[src/rtl/game_pkg.sv]
// Shared types and default 100 MHz timing for the game front end.
// Button debouncer state encoding lives here so the game FSM and checkers can decode it.
package game_pkg;

  typedef enum logic [2:0] {
    IDLE      = 3'd0,
    WQ        = 3'd1,
    PRESS     = 3'd2,
    HOLD      = 3'd3,
    RPT_PULSE = 3'd4,
    RPT_WAIT  = 3'd5,
    WR        = 3'd6
  } btn_state_t;

  localparam int unsigned DEF_DEBOUNCE_CYCLES = 1_000_000;
  localparam int unsigned DEF_HOLD_CYCLES     = 50_000_000;
  localparam int unsigned DEF_REPEAT_CYCLES   = 10_000_000;

  function automatic int unsigned max3(input int unsigned a, input int unsigned b,
                                       input int unsigned c);
    int unsigned m;
    m = (a > b) ? a : b;
    return (m > c) ? m : c;
  endfunction

endpackage

[src/rtl/sync_2ff.sv]
// Two-flop synchronizer for a single asynchronous input; resets to 0.
module sync_2ff (
  input  logic clk,
  input  logic reset,
  input  logic d,
  output logic q
);

  logic meta;

  always_ff @(posedge clk or posedge reset) begin
    if (reset) begin
      meta <= 1'b0;
      q    <= 1'b0;
    end else begin
      meta <= d;
      q    <= meta;
    end
  end

endmodule

[src/rtl/button_debouncer.sv]
// Debounces one push-button into a level, a press strobe, auto-repeat strobes
// and a continuous-repeat enable. All outputs decode from the registered state.
module button_debouncer
  import game_pkg::*;
#(
  parameter int unsigned DEBOUNCE_CYCLES = DEF_DEBOUNCE_CYCLES,
  parameter int unsigned HOLD_CYCLES     = DEF_HOLD_CYCLES,
  parameter int unsigned REPEAT_CYCLES   = DEF_REPEAT_CYCLES
) (
  input  logic       clk,
  input  logic       reset,
  input  logic       pb,
  output logic       db_level,
  output logic       scen,
  output logic       mcen,
  output logic       ccen,
  output btn_state_t dbg_state
);

  localparam int unsigned MAX_CYCLES = max3(DEBOUNCE_CYCLES, HOLD_CYCLES, REPEAT_CYCLES);
  localparam int          CNT_W      = $clog2(MAX_CYCLES) + 1;

  localparam logic [CNT_W-1:0] DEB_TC  = CNT_W'(DEBOUNCE_CYCLES - 1);
  localparam logic [CNT_W-1:0] HOLD_TC = CNT_W'(HOLD_CYCLES - 1);
  localparam logic [CNT_W-1:0] REP_TC  = CNT_W'(REPEAT_CYCLES - 1);

  logic             pb_s;
  btn_state_t       state, state_next;
  logic [CNT_W-1:0] cnt;
  logic             cnt_inc;

  sync_2ff u_sync (
    .clk   (clk),
    .reset (reset),
    .d     (pb),
    .q     (pb_s)
  );

  // The counter restarts on every state change, so each terminal compare is an equality.
  always_ff @(posedge clk or posedge reset) begin
    if (reset) begin
      state <= IDLE;
      cnt   <= '0;
    end else begin
      state <= state_next;
      if (state_next != state) cnt <= '0;
      else if (cnt_inc)        cnt <= cnt + 1'b1;
    end
  end

  always_comb begin
    state_next = state;
    cnt_inc    = 1'b0;
    unique case (state)
      IDLE: if (pb_s) state_next = IDLE == IDLE ? WQ : IDLE;
      WQ: begin
        if (!pb_s)              state_next = IDLE;
        else if (cnt == DEB_TC) state_next = PRESS;
        else                    cnt_inc    = 1'b1;
      end
      PRESS:     state_next = HOLD;
      // Release is checked before the terminal count so it wins a collision.
      HOLD: begin
        if (!pb_s)               state_next = WR;
        else if (cnt == HOLD_TC) state_next = RPT_PULSE;
        else                     cnt_inc    = 1'b1;
      end
      RPT_PULSE: state_next = RPT_WAIT;
      RPT_WAIT: begin
        if (!pb_s)              state_next = WR;
        else if (cnt == REP_TC) state_next = RPT_PULSE;
        else                    cnt_inc    = 1'b1;
      end
      // A bounce back high returns to HOLD and restarts the hold timer, with no new press.
      WR: begin
        if (pb_s)               state_next = HOLD;
        else if (cnt == DEB_TC) state_next = IDLE;
        else                    cnt_inc    = 1'b1;
      end
      default:   state_next = IDLE;
    endcase
  end

  always_comb begin
    db_level = 1'b0;
    scen     = 1'b0;
    mcen     = 1'b0;
    ccen     = 1'b0;
    unique case (state)
      PRESS: begin
        db_level = 1'b1;
        scen     = 1'b1;
        mcen     = 1'b1;
      end
      HOLD:      db_level = 1'b1;
      RPT_PULSE: begin
        db_level = 1'b1;
        mcen     = 1'b1;
        ccen     = 1'b1;
      end
      RPT_WAIT: begin
        db_level = 1'b1;
        ccen     = 1'b1;
      end
      WR:        db_level = 1'b1;
      default:   ;
    endcase
  end

  assign dbg_state = state;

endmodule

[config.mk]
export PLATFORM = sky130hd
export DESIGN_NAME = button_debouncer
export DESIGN_NICKNAME = d
export VERILOG_FILES = /design/src/rtl/game_pkg.sv /design/src/rtl/sync_2ff.sv /design/src/rtl/button_debouncer.sv
export SDC_FILE = /design/constraint.sdc
export NUM_CORES = 1
export LEC_CHECK = 0
export ABC_AREA = 1
export BUFFER_PORTS_ARGS = -buffer_cell sky130_fd_sc_hd__buf_2
export CAP_MARGIN = 10
export CORE_ASPECT_RATIO = 0.5
export CORE_UTILIZATION = 30
export CTS_CLUSTER_DIAMETER = 100
export CTS_CLUSTER_SIZE = 40
export DETAILED_ROUTE_END_ITERATION = 12
export PLACE_DENSITY = 0.44
export RECOVER_POWER = 25
export SETUP_SLACK_MARGIN = 0.3
export SKIP_LAST_GASP = 1
export SLEW_MARGIN = 15
export SYNTH_ARGS = -nofsm -noshare
export SYNTH_HDL_FRONTEND = slang
export SYNTH_SLANG_ARGS = --single-unit
export TNS_END_PERCENT = 10
[constraint.sdc]
create_clock -name clk -period 2.29 [get_ports clk]
set_input_delay 0.1145 -clock clk [delete_from_list [all_inputs] [get_ports clk]]
set_output_delay 0.1145 -clock clk [all_outputs]
set_load 0.05 [all_outputs]
==> flow_summary.ini <==
[yosys]
async_reset_ff_share_pct = 100
synth-seq-cells = 32
synthCells = 357
synthDistinctLibCells = 36
synthesized_area_per_cell_sq_um = 6.87
netlist_area_sq_mm = 0.00245
number_of_warning_messages_in_the_yosys_log = 0
syn_nets = 361
synth_edf_count = 0
ys_dominant_reg_cell = dfrtp_1
synth.yosys.seq_area_share_pct = 32.6

[worst_hold_path]
hold_path.startpoint = u_sync.meta$_DFF_PP0_
min_to = u_sync.q$_DFF_PP0_
hp-class = register to register
hold_depth = 0

[setup_path]
critical-path-slowest-cell = dfrtp_1
critical_path_startpoint_category = register
cp.required_ps = 2500
crit_path_max_fanout = 8
worst_ep_arrival_time_ps = 2210
timing.rr.end = cnt[1]$_DFFE_PP0P_
regToRegSetupSlack_ps = 290
worst_r2r_startpoint = cnt[1]$_DFFE_PP0P_
timing.critical_path.slowest_cell_delay_ps = 400
critPathKind = register to register
path_buf_inv = 1
worst_case_reg_to_reg_path_depth = 11
critical_path.top_delay_family = simple AND/OR/NAND/NOR gates
setup.worst_path.end_class = register
path_cells = ha_4 -> inv_2 -> nor2_4 -> nand3_2 -> nor2_4 -> nand2_4 -> a21boi_4 -> nand3_4 -> nand2_8 -> nand2_4 -> a21oi_2

[sta]
rsz_0062_raised_after_global_routing = yes
worst_slack_ps = 295
tns_ps = 0
clock_period_minus_final_worst_setup_slack_ps = 2000
timing.final.max_slew_violations = 0
final-setup-viol-count = 0
clock-skew-final_ps = 4.72
clock.fmax_mhz = 501
final_min_period_over_clock_period_pct = 87.1
slew_headroom_pct = 45.2
max_slew.worst_pin.slew_ps = 822
timing.final.hold_violations = 0

[pwr]
total_power_mw = 1.63
worst_ir_drop_vdd_uv = 264
leakage_nw = 1.48
power_density_mw_per_mm2 = 492

[detailed_routing]
drt_pre_antenna_iters = 4
detailroute.via_count = 2480
finalWirelength_mm = 7.80
remaining_drc_errors = 0
wl_per_cell_microns = 15.5
drtIter0Drc = 176
vias_per_cell = 4.93
final_antenna_net_count = 0

[placed_design]
pre_cts_ws_ps = 118
place.port_buffers = 9
placed_cells = 470
dp_hpwl_mm = 4.91
final_gp_congestion = 0.888

[cts]
ctsLongestPathBuffers = 2
clk_latency_ps = 280
clock_tree.htree_level_count = 2
tritoncts = done
numClockSinks = 32
tritoncts.num_buffers = 5
clkTransAtPathRegs_ps = 50
cts.root.buffer_cell = clkbuf_16

[global_route]
grt_pass1_vias = 2290
grt_max_degree = 33
globalRouteOverflowTotal = 0
grt_antenna_before_repair = 0
grt_pass1_wl_mm = 12.1
global_route.usage.total_pct = 19.0

[floorplanning]
die_area_sq_mm = 0.00857
floorplan_die_width_microns = 130
placeableCoreArea_sq_mm = 0.00762
io-pin-count = 10
starting_utilization_of_the_core_area_pct = 32.2
rows = 22
die_height_microns = 66.0

[cells_and_area]
final-seq-area_sq_um = 813
final_cell_count_no_fill = 503
final_nets = 399
n_antenna_cell = 0
synthToLayoutAreaGrowth_pct = 34.9
layout-drive-gt1-share_pct = 33.4
nFillCells = 772
multi_input_comb_area_sq_mm = 0.00175

[job]
max_cap_viol = 0

[status]
outcome = completed
==> metal layers <==
metal / track usage, % / share of wire [%] / routed length, microns
met2: 27.3 / 40 / 3160
met4: 4.80 / 0.90 / 70
met5: 0 / 0 / 0
met3: 5.10 / 7.7 / 597
met1: 27.6 / 51 / 3980
==> area by class of cell <==
| type | instances | share of cell area (%) |
|---|---|---|
| clock buffers | 7 | 4.61 |
| inverters | 47 | 5.48 |
| multi-input cells | 276 | 52.9 |
| flip-flops and latches | 32 | 24.6 |
| well taps | 108 | 4.08 |
| repair buffers | 33 | 8.35 |
==> power by group <==
part | internal, mW | switching [mW] | leakage [nW]
Sequential | 0.576 | 0.0127 | 0.425
Combinational | 0.113 | 0.226 | 0.978
Clock | 0.456 | 0.246 | 0.0760
==> cells in the final DEF (no fill, tap or decap), types with 5 or more instances in the layout <==
master | Yosys | routed
nand2_1 | 103 | 94
inv_1 | 39 | 36
nor2_1 | 49 | 35
nand3_1 | 27 | 24
nand4_1 | 22 | 22
dfrtp_1 | 32 | 22
nor2_4 | 11 | 16
buf_4 | 3 | 16
nand2_2 | 8 | 11
nor2_2 | 2 | 11
inv_2 | 8 | 10
dfrtp_2 | 0 | 10
nor3_1 | 11 | 9
buf_2 | 2 | 9
nand2_4 | 2 | 8
nand2_8 | 1 | 8
xor2_1 | 6 | 6
clkbuf_16 | 0 | 5
==> cell families (layout without fill, tap and decap cells) <==
group / count (synthesis) / in the layout / share of synthesized area (%)
AND/OR/NAND/NOR: 245 / 252 / 49.1
buffers and inverters: 56 / 87 / 10.7
flip-flops: 32 / 32 / 32.6
AO/OA/AOI/OAI: 16 / 16 / 4.59
XOR/XNOR: 7 / 7 / 2.50
adder cells (fa/ha/maj): 1 / 1 / 0.510
==> through the flow <==
| stage | util (%) | area, sq um | hold WS [ps] |
|---|---|---|---|
| final | 43.4 | 3310 | 360 |
| after floorplan | - | 2450 | 146 |
| after global routing | 43.4 | 3310 | 366 |
| after CTS | 38.7 | 2950 | 363 |
| after global placement | 33.9 | 2580 | 224 |
| after detailed placement | 33.9 | 2580 | 224 |
==> synthesized netlist by cell type (3+ instances only) <==
cell / count / area (sq um)
nor2_4: 11 / 124
nand4_1: 22 / 138
o21ai_0: 5 / 25.0
o21bai_1: 3 / 22.5
nor2_1: 49 / 184
nand2_1: 103 / 387
inv_2: 8 / 30.0
nand2_2: 8 / 50.1
nand3_1: 27 / 135
nand3_2: 3 / 30.0
nor3_1: 11 / 55.1
buf_6: 3 / 33.8
xor2_1: 6 / 52.6
inv_1: 39 / 146
buf_4: 3 / 22.5
dfrtp_1: 32 / 801
==> flip-flops by register name, summed over array words and instances, names as in the netlist <==
| register | flops |
|---|---|
| dbg_state | 3 |
| u_sync.meta | 1 |
| cnt | 27 |
| u_sync.q | 1 |
==> timing repair <==
| action | in CTS | in global routing |
|---|---|---|
| buffers inserted | 6 | 11 |
| resized for setup | 19 | 59 |
| cloned | 3 | 4 |
| pin swaps | 7 | 28 |
| endpoints found under the setup margin | 27 | 27 |
| hold buffers | 2 | 0 |
| endpoints found under the hold margin | 33 | 0 |
==> worst reg2reg max path, stage by stage (launching register included) <==
cell	delay, ps
dfrtp_1	400
ha_4	160
inv_2	50
nor2_4	160
nand3_2	100
nor2_4	150
nand2_4	90
a21boi_4	240
nand3_4	160
nand2_8	180
nand2_4	130
a21oi_2	120
==> worst max-delay path by stage <==
stage,from,endpoint,cells past startpoint
after floorplan,dbg_state[0]$_DFF_PP0_,cnt[11]$_DFFE_PP0P_,11
after global placement,cnt[0]$_DFFE_PP0P_,cnt[0]$_DFFE_PP0P_,12
after detailed placement,cnt[0]$_DFFE_PP0P_,cnt[0]$_DFFE_PP0P_,12
after CTS,cnt[0]$_DFFE_PP0P_,cnt[6]$_DFFE_PP0P_,14
after global routing,cnt[1]$_DFFE_PP0P_,cnt[1]$_DFFE_PP0P_,11
final,cnt[1]$_DFFE_PP0P_,cnt[1]$_DFFE_PP0P_,11
No activity file was read; power rests on OpenSTA's default activity.
